File: config.mk
export PLATFORM = sky130hd
export DESIGN_NAME = hazard_ctrl
export DESIGN_NICKNAME = d
export VERILOG_FILES = /design/src/rtl/hazard_ctrl_pkg.sv /design/src/rtl/hazard_ctrl_forward_unit.sv /design/src/rtl/hazard_ctrl.sv
export SDC_FILE = /design/constraint.sdc
export NUM_CORES = 1
export LEC_CHECK = 0
export ABC_CLOCK_PERIOD_IN_PS = 1890
export CAP_MARGIN = 0
export CORE_MARGIN = 1.5
export CORE_UTILIZATION = 37
export CTS_BUF_LIST = sky130_fd_sc_hd__clkbuf_4 sky130_fd_sc_hd__clkbuf_8
export DETAILED_ROUTE_END_ITERATION = 8
export PLACE_DENSITY = 0.92
export SLEW_MARGIN = 20
export SYNTH_ARGS = -nofsm -noshare
export SYNTH_HDL_FRONTEND = slang
export SYNTH_SLANG_ARGS = --single-unit
File: constraint.sdc
create_clock -name clk -period 1.89 [get_ports clk]
set_input_delay 0.2835 -clock clk [delete_from_list [all_inputs] [get_ports clk]]
set_output_delay 0.2835 -clock clk [all_outputs]
set_load 0.01 [all_outputs]
File: src/rtl/hazard_ctrl_pkg.sv
// Shared types for the pipeline hazard/forwarding controller.
package Pipe_Buf_Reg_PKG;

  typedef enum logic [1:0] {
    FWD_RF  = 2'b00,
    FWD_WB  = 2'b01,
    FWD_MEM = 2'b10
  } fwd_sel_t;

  typedef enum logic [1:0] {
    RUN    = 2'b00,
    DRAIN  = 2'b01,
    HALTED = 2'b10
  } hz_state_t;

  localparam logic [4:0] REG_ZERO = 5'd0;

endpackage

File: src/rtl/hazard_ctrl_forward_unit.sv
// ALU operand source select for one ID/EX source register.
// EX/MEM results take priority over MEM/WB; x0 is never forwarded.
module forward_unit
  import Pipe_Buf_Reg_PKG::*;
(
  input  logic [4:0] rs_i,
  input  logic       exmem_regwrite_i,
  input  logic [4:0] exmem_rd_i,
  input  logic       memwb_regwrite_i,
  input  logic [4:0] memwb_rd_i,
  output fwd_sel_t   sel_o
);

  always_comb begin
    sel_o = FWD_RF;
    if (exmem_regwrite_i && (exmem_rd_i != REG_ZERO) && (exmem_rd_i == rs_i)) begin
      sel_o = FWD_MEM;
    end else if (memwb_regwrite_i && (memwb_rd_i != REG_ZERO) && (memwb_rd_i == rs_i)) begin
      sel_o = FWD_WB;
    end
  end

endmodule

File: src/rtl/hazard_ctrl.sv
// Pipeline hazard controller: forwarding, load-use stall, redirect flush, halt drain.
// Optional HAZARD_PERF_CNT_EN adds saturating stall/flush event counters.
module hazard_ctrl
  import Pipe_Buf_Reg_PKG::*;
#(
  parameter int DRAIN_CYCLES = 3
) (
  input  logic       clk,
  input  logic       rst_n,
  input  logic [4:0] ifid_rs1,
  input  logic [4:0] ifid_rs2,
  input  logic       idex_memread,
  input  logic       idex_halt,
  input  logic [4:0] idex_rd,
  input  logic [4:0] idex_rs1,
  input  logic [4:0] idex_rs2,
  input  logic       exmem_regwrite,
  input  logic [4:0] exmem_rd,
  input  logic       memwb_regwrite,
  input  logic [4:0] memwb_rd,
  input  logic       ex_redirect,
  output fwd_sel_t   fwd_a,
  output fwd_sel_t   fwd_b,
  output logic       pc_hold,
  output logic       ifid_hold,
  output logic       ifid_flush,
  output logic       idex_flush,
  output logic       halted
`ifdef HAZARD_PERF_CNT_EN
  ,
  output logic [31:0] stall_cnt,
  output logic [31:0] flush_cnt
`endif
);

  localparam int CW = $clog2(DRAIN_CYCLES + 1);

  hz_state_t       state_q, state_d;
  logic [CW-1:0]   cnt_q, cnt_d;
  logic            load_use;
  logic [4:0]      op_rs  [2];
  fwd_sel_t        op_sel [2];

  assign op_rs[0] = idex_rs1;
  assign op_rs[1] = idex_rs2;

  genvar gi;
  generate
    for (gi = 0; gi < 2; gi++) begin : g_fwd
      forward_unit u_fwd (
        .rs_i             (op_rs[gi]),
        .exmem_regwrite_i (exmem_regwrite),
        .exmem_rd_i       (exmem_rd),
        .memwb_regwrite_i (memwb_regwrite),
        .memwb_rd_i       (memwb_rd),
        .sel_o            (op_sel[gi])
      );
    end
  endgenerate

  assign fwd_a = op_sel[0];
  assign fwd_b = op_sel[1];

  assign load_use = idex_memread && (idex_rd != REG_ZERO) &&
                    ((idex_rd == ifid_rs1) || (idex_rd == ifid_rs2));

  always_comb begin
    state_d    = state_q;
    cnt_d      = cnt_q;
    pc_hold    = 1'b0;
    ifid_hold  = 1'b0;
    ifid_flush = 1'b0;
    idex_flush = 1'b0;
    halted     = 1'b0;
    unique case (state_q)
      RUN: begin
        // A redirect squashes the wrong-path instruction, including any halt in EX.
        if (ex_redirect) begin
          ifid_flush = 1'b1;
          idex_flush = 1'b1;
        end else begin
          if (load_use) begin
            pc_hold    = 1'b1;
            ifid_hold  = 1'b1;
            idex_flush = 1'b1;
          end
          if (idex_halt) begin
            state_d = DRAIN;
            cnt_d   = CW'(DRAIN_CYCLES - 1);
          end
        end
      end
      DRAIN: begin
        pc_hold    = 1'b1;
        ifid_flush = 1'b1;
        idex_flush = 1'b1;
        if (cnt_q == '0) state_d = HALTED;
        else             cnt_d   = cnt_q - CW'(1);
      end
      HALTED: begin
        pc_hold    = 1'b1;
        ifid_flush = 1'b1;
        idex_flush = 1'b1;
        halted     = 1'b1;
      end
      default: state_d = RUN;
    endcase
    // Pipeline control stays quiet while reset is asserted.
    if (!rst_n) begin
      pc_hold    = 1'b0;
      ifid_hold  = 1'b0;
      ifid_flush = 1'b0;
      idex_flush = 1'b0;
      halted     = 1'b0;
    end
  end

  always_ff @(posedge clk or negedge rst_n) begin
    if (!rst_n) begin
      state_q <= RUN;
      cnt_q   <= '0;
    end else begin
      state_q <= state_d;
      cnt_q   <= cnt_d;
    end
  end

`ifdef HAZARD_PERF_CNT_EN
  logic [31:0] stall_cnt_q, flush_cnt_q;
  logic        stall_evt, flush_evt;

  assign stall_evt = (state_q == RUN) && load_use && !ex_redirect;
  assign flush_evt = (state_q == RUN) && ex_redirect;

  always_ff @(posedge clk or negedge rst_n) begin
    if (!rst_n) begin
      stall_cnt_q <= '0;
      flush_cnt_q <= '0;
    end else begin
      if (stall_evt && (stall_cnt_q != '1)) stall_cnt_q <= stall_cnt_q + 32'd1;
      if (flush_evt && (flush_cnt_q != '1)) flush_cnt_q <= flush_cnt_q + 32'd1;
    end
  end

  assign stall_cnt = stall_cnt_q;
  assign flush_cnt = flush_cnt_q;
`endif

endmodule

==> summary by stage, run 1 <==
Synthesis
The synthesized net count is about 140. The area fraction of the dominant cell type after synthesis is between 20 and 30%. The number of synthesized flops with an enable pin is 0.

For this run, the register share of the synthesized area comes to around an eighth. In the synthesized netlist the async set-or-reset flop fraction comes to 100.0%. Counting flops and latches in the post-synthesis netlist gives 4. The biggest area consumer among synthesized cells is sky130_fd_sc_hd__xor2_1. The most used flip-flop cell after synthesis is sky130_fd_sc_hd__dfrtp_1.

The netlist area before placement is ~770 µm². For this run, the number of Yosys warnings is 0. The mean cell area of the mapped netlist is between 8 and 9 µm². The synthesized instance count is a little over 90. In the post-synthesis netlist, the biggest area contributors are sky130_fd_sc_hd__xor2_1 (27%), sky130_fd_sc_hd__dfrtp_1 (13%), sky130_fd_sc_hd__ha_1 (9.7%), sky130_fd_sc_hd__xnor2_1 (6.8%), sky130_fd_sc_hd__or4_1 (4.8%). The synthesized netlist contains 32 unique library cells.

Drt
After detailed routing, the total wire length is 3732 µm. Before antenna repair, the detailed router went through 4 iterations. Dividing the detail-routed via count by the number of cells gives 5.303. After the first detailed-routing iteration, the DRC count stood at 14. Dividing the detail-routed wire length by the instance count gives ~19 µm.

The number of nets with antenna violations after routing is 0. In the routed design, unresolved DRC markers number 0. Detailed routing inserted a total of roughly 1100 vias.

STA
The worst-margin pin slew is around 310 ps. The final-report hold violation count is 0. The post-layout minimum cycle time is about 2000 ps. Dividing the final minimum period by the clock period gives 107.4%. Setup violations remaining at the end of the flow were counted as 5. The worst-case setup margin in the final layout is -139.3 ps. Setup repair after global routing could not meet its margin everywhere. The final number of max-transition violations is 0. The normalized max-slew margin is between 70% and 80%.

Static timing analysis puts the maximum clock frequency at about 0.49 GHz. The worst setup skew after layout is 1.091 ps. The tightest hold path in the finished design has a slack of 431.9 ps.

For the final routed database, the setup TNS stands at -343.4 ps.

Worst setup path
The kind of cell adding the most delay to the critical path is buffers and inverters. The highest cell delay on the worst timing path is around 410 ps. The cell at the slowest stage of the critical path is sky130_fd_sc_hd__dfrtp_1.

The reg-to-reg startpoint is state_q[0]. Across all register-to-register paths, the minimum setup slack is around 90 ps. The worst setup path is of the reg2out kind.

Data on the critical path arrives at its endpoint at between 1500 and 2000 ps. STA classifies the critical path startpoint as a flip-flop. The critical path goes through inv_2 -> ha_4 -> o211ai_1 -> buf_4 -> nor4b_2 -> buf_2. In this run the worst path has a maximum fanout of 3. The count of buffer and inverter cells on the critical path is 3. STA classifies the critical path endpoint as an output pin. The number of cells on the worst reg-to-reg path is 6. The reg-to-reg endpoint is state_q[0].

The required time of the critical path is 1610 ps.

Finish
The number of antenna diodes in the final layout is 0. The utilization of the core after routing is 85.71%. The design area is 1682 µm². The most common cell after layout, fill and taps aside is sky130_fd_sc_hd__buf_4. The area of the multi-input gates is roughly 840 µm².

Leaving out fill and tap cells, the most frequent cells in the layout are sky130_fd_sc_hd__buf_4 (26), sky130_fd_sc_hd__xor2_1 (20), sky130_fd_sc_hd__clkdlybuf4s50_1 (12), sky130_fd_sc_hd__buf_2 (9). In the final layout, the share of cells above drive strength 1 is about 48%. The area added between synthesis and finish is 117.1%.

The count of cells in the finished layout, fillers not included, comes to between 200 and 250. The sequential standard cell area is ~100 µm². The net count of the finished layout is 224. Counting the fill cells in the layout gives between 90 and 100.

Floorplan
Once the floorplan was initialized, standard cells occupied between 30% and 40% of the core. The standard cell core area is slightly below 2000 µm². The die is ~49 µm wide. The die covers between 2000 and 2500 µm². Row generation in the floorplan step produced 16 rows. The number of ports placed on the die boundary is a little over 50. The die height is between 40 and 50 µm.

Status
The final reports fail on negative setup slack. The run finished, with violations left.

Place
Buffers placed on the I/O ports in this run total 50. Once detailed placement completed, the half-perimeter wirelength came to about 2500 µm. At the end of routability-driven placement, the weighted congestion stood at between 0.9 and 1. Once placement completed, the tool counted placed cells totaling 192. The worst-case setup slack after placement is -815.6 ps. The placed instances occupy a cell area of about 1500 µm².

Clocking
TritonCTS built the clock tree. CTS built an H-tree with a depth of 1. The count of clock tree sinks is 4. The library cell used as clock root buffer is sky130_fd_sc_hd__clkbuf_4.

Counting along the longest clock path gives a buffer depth of 2. The CTS clock-pin slew for the worst setup and hold paths is 40 ps. For the worst-skew pair, the clock arrives at the later sink with an insertion delay of between 200 and 250 ps. Buffers inserted during clock tree synthesis total 3. The number of hold buffers added after CTS is 0.

Power and ir drop
The proportion of power drawn by the clock network is slightly below 9%. The share of total power in sequential cells is a little over an eighth. Net switching is 43.82% of the power. The internal power consumption is between 700 and 800 µW. The post-layout total power is between 1 and 1.5 mW. The power dissipated by switching net loads is between 500 and 600 µW.

The peak supply drop is about 0.8 mV. The cell leakage power is about 0.77 nW. The fraction of power consumed by combinational cells is between 70 and 80%. The areal power density over the cells is between 700 and 800 nW/µm².

GRT
The maximum number of pins on one net before global-route repair is 8. The number of antenna violations at the first check in global routing is 0. Global routing finished with a remaining overflow of 0. Across every metal layer, demand over resource in global routing totals a little under a third. The first global-routing pass estimated approximately 5500 µm of wire. The via count of the first global-routing pass was about 1200.

Worst hold path
The type of the worst min-delay path is in2async.

Run
The count of max-cap constraint violations is 0.
-- synth_stat cells (2+ instances only) --
master,instances
sky130_fd_sc_hd__ha_1,6
sky130_fd_sc_hd__inv_1,5
sky130_fd_sc_hd__a21oi_1,3
sky130_fd_sc_hd__nor3_1,4
sky130_fd_sc_hd__xor2_1,24
sky130_fd_sc_hd__o22ai_1,2
sky130_fd_sc_hd__nor4_1,2
sky130_fd_sc_hd__dfrtp_1,4
sky130_fd_sc_hd__xnor2_1,6
sky130_fd_sc_hd__nor2_1,5
sky130_fd_sc_hd__nand3_1,2
sky130_fd_sc_hd__and2_1,3
sky130_fd_sc_hd__nand2b_1,3
sky130_fd_sc_hd__nor4_2,2
sky130_fd_sc_hd__or4_1,5
-- power by group through the flow --
| stage | logic, mW | registers, mW | clock network (mW) |
|---|---|---|---|
| 3_3_place_gp | 0.742 | 0.161 | 0 |
| 6_report | 0.989 | 0.169 | 0.111 |
| 5_1_grt | 1.07 | 0.173 | 0.120 |
| 4_1_cts | 0.895 | 0.166 | 0.112 |
| 2_1_floorplan | 0.415 | 0.157 | 0 |
| 3_5_place_dp | 0.785 | 0.166 | 0 |
-- worst reg2reg max path, cell delays in order (launching register included) --
cell and delay, ps:
sky130_fd_sc_hd__dfrtp_1 410, sky130_fd_sc_hd__buf_4 150, sky130_fd_sc_hd__buf_4 130, sky130_fd_sc_hd__ha_1 270
sky130_fd_sc_hd__nor2b_1 190, sky130_fd_sc_hd__nor3_1 180, sky130_fd_sc_hd__mux2_2 360
-- worst max path at each step --
stage / endpoint / from / slack (ps) / depth (start not counted)
after floorplan: fwd_a[0] / exmem_rd[0] / 180 / 4
after global placement: fwd_a[0] / exmem_rd[0] / -680 / 6
after detailed placement: fwd_a[0] / exmem_rd[0] / -820 / 6
after CTS: pc_hold / state_q[1] / -60 / 6
after global routing: ifid_hold / state_q[1] / -160 / 6
final: ifid_hold / state_q[1] / -140 / 6
-- flip-flops by register name, indices dropped and copies added (netlist names) --
register,count
cnt_q,2
state_q,2
-- area by class of cell --
type	count	share of cell area, %
well taps	27	2.009
repair buffers	78	39.73
flip-flops and latches	4	5.952
inverters	5	1.116
clock buffers	3	1.339
multi-input cells	84	49.85
-- timing repair --
| action | in CTS | in global routing |
|---|---|---|
| setup buffers | 5 | 2 |
| setup endpoints to repair | 9 | 9 |
| gates resized for setup | 112 | 31 |
| pin swaps | 20 | 17 |
-- metal layers --
metal / GRT usage (%) / vias up / share of wire (%)
met4: 17.62 / 0 / 5.3
met3: 4.938 / 16 / 4.5
met1: 30.17 / 497 / 36
li1: - / 493 / -
met2: 59.36 / 60 / 54
met5: 0 / - / 0
-- cell families after synthesis --
logic type               share of synthesized area, %
AND/OR/NAND/NOR                                 25.85
XOR/XNOR                                        33.93
AO/OA/AOI/OAI                                   12.44
adder cells (fa/ha/maj)                         9.693
buffers and inverters                           2.424
flip-flops                                      12.92
multiplexers                                    2.746
Note: power is estimated with default switching activity, not from simulation.
==> run 2: changes to the inputs <==
Settings changed: ABC_CLOCK_PERIOD_IN_PS 1890 to default, PLACE_DENSITY 0.92 to default, PLACE_DENSITY_LB_ADDON from default to 0.3.
==> run 2 against run 1 <==
The flow still finishes with violations (negative setup slack). Fmax is 5.9% higher. Clock-buffer cell count stayed put. Register-to-register slack better by 90 ps. Setup slack better by 110 ps. Final cell count is 1.5% lower. Combinational power is 8.3% lower. Critical path depth stayed put. Sequential power hardly changed. Non-clock buffer count is 3 lower.
==> summary by stage, run 2 (synthesis results as in run 1) <==
Status
The run finished, with violations left. The checks that failed: negative setup slack.

STA
Based on the critical path, the design can be clocked at up to ~0.52 GHz. The worst setup skew after layout is approximately 8.5 ps. The worst-case setup margin in the final layout is -26.80 ps.

Across all hold checks on the routed design, the worst slack comes to about 420 ps. The post-route clock period utilization is 101.4%. For the pin with the worst max-slew slack, the measured transition is 295.4 ps. The final number of max-transition violations was 0. The post-layout minimum cycle time is between 1500 and 2000 ps.

The total of endpoints with negative setup slack in the final report is 1. Setup repair after global routing could not meet its margin everywhere. The final-report hold violation count came to 0.

The worst pin sits at a relative slew slack of approximately 80%.

Floorplan
The die height is approximately 49 µm. The number of standard-cell rows in the floorplan is 16. The floorplan die area is between 2000 and 2500 µm².

The x dimension of the die is just under 50 µm. The standard cell core area is roughly 2000 µm². Once the floorplan was initialized, standard cells occupied between 30% and 40% of the core. The number of ports placed on the die boundary is 51.

Drt
Using the TritonRoute via totals, the vias-per-cell ratio works out to around 5.1. The final route contains 1014 vias. The total DRC errors in the routed layout is 0. The routed design has 3086 µm of wire. The first-pass iteration count of the detailed router is 4. Once detail routing completed, the nets flagged for antenna violations numbered 0.

After detailed routing, the average wire length per cell comes to 15.59 µm. The detailed router finished its first iteration with 12 violations.

GRT
The via count of the first global-routing pass was ~1100. For met2 alone, demand over resource in global routing was between 50% and 60%. The met3 track utilization from global routing is 6.481%. The first global-routing pass estimated around 4900 µm of wire.

The maximum number of pins on one net before global-route repair is 8. The total overflow left after global routing is 0. Global routing used a little over a quarter of the available tracks across all layers. The met1 layer usage reported by global route is about a quarter. In this run the most used layer during global routing was met2. The number of antenna violations at the first check in global routing is 0.

Power and ir drop
The cell leakage power is 0.7370 nW. The areal power density over the cells is roughly 750 nW/µm². The post-layout total power is 1.188 mW. The peak supply drop is 1.040 mV.

Finish
Once layout is complete, the cells apart from fillers number between 150 and 200. Cells fill around four fifths of the core in the end. After the last flow step, the layout net total stands at roughly 220. The library cell used most frequently in the layout, excluding fill and tap cells, is sky130_fd_sc_hd__buf_4.

The antenna cell count is 0. The area added between synthesis and finish is 105.2%. Cells with a size suffix above 1 make up between 40% and 50% of the layout. The sequential cells in the finished layout cover a total of roughly 100 µm². Summing all multi-input logic gate instances after layout gives roughly 800 µm². The layout has 140 filler cells. The largest registers in the layout are cnt_q: 2 flops, state_q: 2 flops. The top cell types in the final layout, fill and taps aside, are sky130_fd_sc_hd__buf_4 (25), sky130_fd_sc_hd__xor2_1 (23), sky130_fd_sc_hd__clkdlybuf4s50_1 (12), sky130_fd_sc_hd__buf_2 (12), sky130_fd_sc_hd__dlygate4sd2_1 (10).

Clocking
The tree is rooted in a sky130_fd_sc_hd__clkbuf_4. After clock tree synthesis, the clock-pin slew on the worst setup and hold paths is 40 ps. The clock latency on the worst-skew pair is between 200 and 250 ps. For this design, the sink count on the clock tree is 4. The CTS buffer count is 3. CTS built an H-tree with a depth of 1. The TritonCTS clock tree is built. No sink is reached through more buffers than the 2 on the longest clock path.

Place
The weighted congestion at the end of routability-driven global placement is 0.8557. Detailed placement finished with a half-perimeter wire length of about 2300 µm. The post-placement cell count is around 190. The count of input and output buffers is 50. The worst-case setup slack after placement is -716.3 ps.

Worst setup path
Along the worst path, the maximum fanout reaches 4. The worst register-to-register path ends at state_q[0]. Setup slack on the worst reg-to-reg path comes out at around 180 ps.

The worst setup path is of the reg2out kind. The startpoint identified for the worst register-to-register timing path is state_q[1]. The number of cells on the worst reg-to-reg path is 6. At the worst endpoint, the arrival time is between 1500 and 2000 ps. The startpoint class of the critical path is a flip-flop. The category of the worst setup path capture point is an output pin. The required time of the critical path is between 1500 and 2000 ps.

Worst hold path
The path class of the tightest hold or removal check is in2async.

Run
The tool flagged a number of max-cap violations equal to 0.
==> run 2: changes by cell type in the layout (fill, tap and decap cells not counted), moves of 2 or more <==
cell                              previous run  this run
sky130_fd_sc_hd__dlygate4sd2_1               5        10
sky130_fd_sc_hd__nor4_4                      4         2
sky130_fd_sc_hd__clkbuf_2                    5         2
sky130_fd_sc_hd__xor2_2                      4         1
sky130_fd_sc_hd__buf_6                       6         2
sky130_fd_sc_hd__buf_2                       9        12
sky130_fd_sc_hd__nor4_2                      0         2
sky130_fd_sc_hd__xor2_1                     20        23
sky130_fd_sc_hd__clkdlybuf4s15_2             5         3
sky130_fd_sc_hd__dlymetal6s2s_1              6         4
==> run 2: worst max path at each step <==
| stage | start | end | slack, ps | cells past startpoint |
|---|---|---|---|---|
| after floorplan | exmem_rd[0] | fwd_a[0] | 180 | 4 |
| after global placement | exmem_rd[0] | fwd_a[0] | -680 | 6 |
| after detailed placement | exmem_rd[0] | fwd_a[0] | -720 | 6 |
| after CTS | state_q[0] | pc_hold | -60 | 6 |
| after global routing | state_q[0] | ifid_hold | -90 | 6 |
| final | state_q[0] | pc_hold | -30 | 6 |
==> run 2: per-layer routing <==
metal	up-vias	part of all wire [%]
met1	474	35
met4	0	0
li1	493	-
met3	0	6.4
met2	47	59
met5	-	0
==> run 2: power breakdown <==
part           switching (mW)  leakage, nW  internal (mW)  total (mW)
logic                   0.435        0.675          0.472       0.907
registers              0.0446       0.0481          0.128       0.172
clock network          0.0371       0.0138         0.0712       0.108
total                   0.517        0.737          0.671        1.19
==> run 2: cell type report <==
cell class	count	area share (%)
multi-input cells	84	49.84
flip-flops and latches	4	6.299
clock buffers	3	1.417
repair buffers	75	39.13
well taps	27	2.126
inverters	5	1.181
==> run 2: timing repair <==
action | CTS | global route
hold buffers | 0 | 0
setup endpoints to repair | 9 | 7
setup buffers | 3 | 2
gates resized for setup | 104 | 22
endpoints found under the hold margin | 0 | 0
pin swaps | 21 | 8
==> run 2: worst max-delay path: stages (launching register included) <==
cell,delay [ps]
sky130_fd_sc_hd__dfrtp_1,420
sky130_fd_sc_hd__inv_2,100
sky130_fd_sc_hd__ha_4,130
sky130_fd_sc_hd__o211ai_1,130
sky130_fd_sc_hd__or3_4,360
sky130_fd_sc_hd__o22ai_2,100
sky130_fd_sc_hd__buf_2,160
==> run 2: through the flow <==
| step | cell area, µm² | setup TNS [ps] |
|---|---|---|
| after floorplan | 774.5 | 0 |
| after global placement | 1466 | -4285 |
| after detailed placement | 1466 | -4561 |
| after CTS | 1539 | -101.9 |
| after global routing | 1589 | -259.5 |
| final | 1589 | -26.80 |
==> run 3: changes to the inputs <==
Settings changed: CORE_UTILIZATION 37 to 40, DONT_BUFFER_PORTS from default to 1.
==> run 3 against run 2 <==
The run now ends clean. Via count decreased by 31%. Utilization decreased by 31 points. Final cell count decreased by 36%. Setup slack improved by 86 ps. Hold slack got worse by 91 ps. Wire length decreased by 44%. Global-route usage decreased by 11 points. Non-clock buffer count decreased by 70. Sequential power decreased by 3%. Clock-buffer cell count unchanged. Die area decreased by 7.1%. First-iteration DRC count decreased by 58%. Critical endpoint unchanged. Largest cell class unchanged. Largest power group unchanged.
==> summary by stage, run 3 (synthesis results as in run 1) <==
Status
The flow ran to the end, and the final reports show no timing, DRC or antenna violations.

GRT
The maximum number of pins on one net before global-route repair is 8. The first global-routing pass estimated around 2400 µm of wire. Global routing consumed, over all layers together, between 15 and 20% of the routing resources. For this run, global-route usage on met3 was measured as 4.615%.

For met2 alone, demand over resource in global routing was 29.86%. The via count of the first global-routing pass is between 600 and 700. The number of antenna violations at the first check in global routing came to 0.

The layer with the highest usage is met2. Summed over all layers, the global routing overflow is 0. In the global route stage, met1 resource usage came out at between 15 and 20%.

STA
Based on the critical path, the design can be clocked at up to between 0.5 and 0.6 GHz. The normalized max-slew margin is between 40% and 50%. The tightest hold margin is between 300 and 400 ps. The post-layout minimum cycle time is around 1800 ps. Dividing the final minimum period by the clock period gives a little over nine tenths. For the pin with the worst max-slew slack, the measured transition is ~750 ps. The total of endpoints with negative setup slack in the final report is 0. The final number of max-transition violations is 0.

Clock skew on the completed layout was measured at between 5 and 6 ps. The final-report hold violation count was 0. Setup repair after global routing could not meet its margin everywhere.

Worst setup path
The worst-case register-to-register setup slack is 240 ps. Data arrives at the worst endpoint at around 1600 ps. The startpoint class of the critical path is a flip-flop. The required time of the critical path is 1610 ps.

The start-to-end type of the worst setup path is reg2out. STA classifies the critical path endpoint as an output pin. Of all nets on the critical path, the largest fanout is 4.

Clocking
The number of clock buffers added by TritonCTS is 3. The clock drives 4 sinks. CTS built an H-tree with a depth of 1.

The CTS clock-pin slew for the worst setup and hold paths is approximately 40 ps. Clock tree synthesis selected as its root buffer the cell sky130_fd_sc_hd__clkbuf_4. The clock passes through at most 2 buffers. For the worst-skew pair, the clock arrives at the later sink with an insertion delay of approximately 240 ps. The TritonCTS clock tree is built.

Power and ir drop
The post-layout total power is roughly 840 µW. The cell leakage power is ~0.35 nW. IR analysis of the VDD net gives a maximum drop of around 0.74 mV. Dividing total power by cell area gives a power density of approximately 950 nW/µm².

Floorplan
The x dimension of the die is about 47 µm. The floorplan die area is about 2200 µm². The floorplan has 15 rows. The initial cell density of the core is 43.90%. The number of ports placed on the die boundary is 51. The die height is ~47 µm. In this run the standard cell core region covers roughly 1800 µm².

Drt
In the routed layout, each cell is associated on average with a via count of around 5.6. The average wire per cell in the routed design is around 14 µm. The number of nets with antenna violations after routing is 0. The violation count after the first detailed-routing iteration is 5. The total DRC errors in the routed layout is 0. The overall via count from detail_route is about 700. The wire length reported by the detailed router is roughly 1700 µm.

The first-pass iteration count of the detailed router is 3.

Place
The count of input and output buffers is 0. At the end of routability-driven placement, the weighted congestion stood at between 0.7 and 0.8. In this run the cell area measured after placement is 828.3 µm². Once placement completed, the tool counted placed cells totaling between 100 and 150. The HPWL after detailed placement is between 1000 and 1500 µm.

Finish
After routing the design area is just under 900 µm². For this run, the post-layout net count is approximately 150. The antenna cell count is 0.

Leaving out fill and tap cells, the most frequent cells in the layout are sky130_fd_sc_hd__xor2_1 (24), sky130_fd_sc_hd__xnor2_1 (6), sky130_fd_sc_hd__ha_1 (6), sky130_fd_sc_hd__or4_1 (5), sky130_fd_sc_hd__nor2_1 (5). The share of cells above drive strength 1 is 15.84%. The utilization of the core after routing is between 50% and 60%. The most common cell after layout, fill and taps aside is sky130_fd_sc_hd__xor2_1. The count of cells in the finished layout, fillers not included, comes to 126.

In the final layout, the registers with the most flip-flops are cnt_q: 2 flops, state_q: 2 flops. From synthesis to final layout, the design area changed by 14.38%.

Run
The count of max-cap constraint violations is 0.

Worst hold path
The worst hold path belongs to the class in2async.
## run 3: cell count changes in the layout (fill, tap and decap cells not counted), moves of 3 or more
cell,change
sky130_fd_sc_hd__buf_2,-12
sky130_fd_sc_hd__buf_4,-21
sky130_fd_sc_hd__clkdlybuf4s15_1,-5
sky130_fd_sc_hd__clkdlybuf4s15_2,-3
sky130_fd_sc_hd__clkdlybuf4s50_1,-12
sky130_fd_sc_hd__dlygate4sd2_1,-10
sky130_fd_sc_hd__dlymetal6s2s_1,-4
sky130_fd_sc_hd__or4_1,+3
sky130_fd_sc_hd__or4_4,-3
## run 3: per-layer routing
layer	vias to the layer above	wire [µm]
met3	0	143
met1	320	683
li1	349	-
met4	0	0
met2	33	905
met5	-	0
## run 3: report_power, final
group          internal, mW  leakage [nW]  switching (mW)  total (mW)
Clock                0.0710        0.0138          0.0344       0.105
Combinational         0.287         0.291           0.284       0.570
Sequential            0.128        0.0481          0.0389       0.167
## run 3: final timing paths
| check | cells after the start | endpoint | start |
|---|---|---|---|
| min | 1 | cnt_q[1] | rst_n |
| min reg2reg | 1 | state_q[0] | state_q[0] |
| max | 4 | pc_hold | state_q[0] |
| max in group asynchronous | 1 | state_q[1] | rst_n |
| max reg2reg | 6 | state_q[0] | state_q[0] |
| min in group clk | 3 | cnt_q[0] | idex_halt |
## run 3: worst max-delay path: stages (launching register included)
cell and delay, ps:
sky130_fd_sc_hd__dfrtp_1 400, sky130_fd_sc_hd__ha_1 200, sky130_fd_sc_hd__nand2b_1 180, sky130_fd_sc_hd__or3_1 380
sky130_fd_sc_hd__o22ai_2 160
## run 3: timing repair
| action | in CTS | in global routing |
|---|---|---|
| resized for setup | 2 | 3 |
| hold buffers | 1 | 0 |
| hold endpoints to repair | 4 | 0 |
| buffers inserted | 0 | 1 |
| pin swaps | 0 | 1 |
| endpoints found under the setup margin | 2 | 4 |
## run 3: cell type report
class / count / area, µm²
inverter: 5 / 18.77
sequential: 4 / 100.1
clock buffer: 3 / 22.52
timing repair buffer: 5 / 40.04
fill: 185 / 878.3
multi-input combinational: 84 / 673.1
tap: 25 / 31.28
## run 3: per-stage QoR
| stage | setup TNS (ps) | worst slack (ps) |
|---|---|---|
| after floorplan | 0 | 179.2 |
| after global placement | 0 | 142.0 |
| after detailed placement | 0 | 107.5 |
| after CTS | 0 | 31.56 |
| after global routing | -24.63 | -24.63 |
| final | 0 | 59.21 |
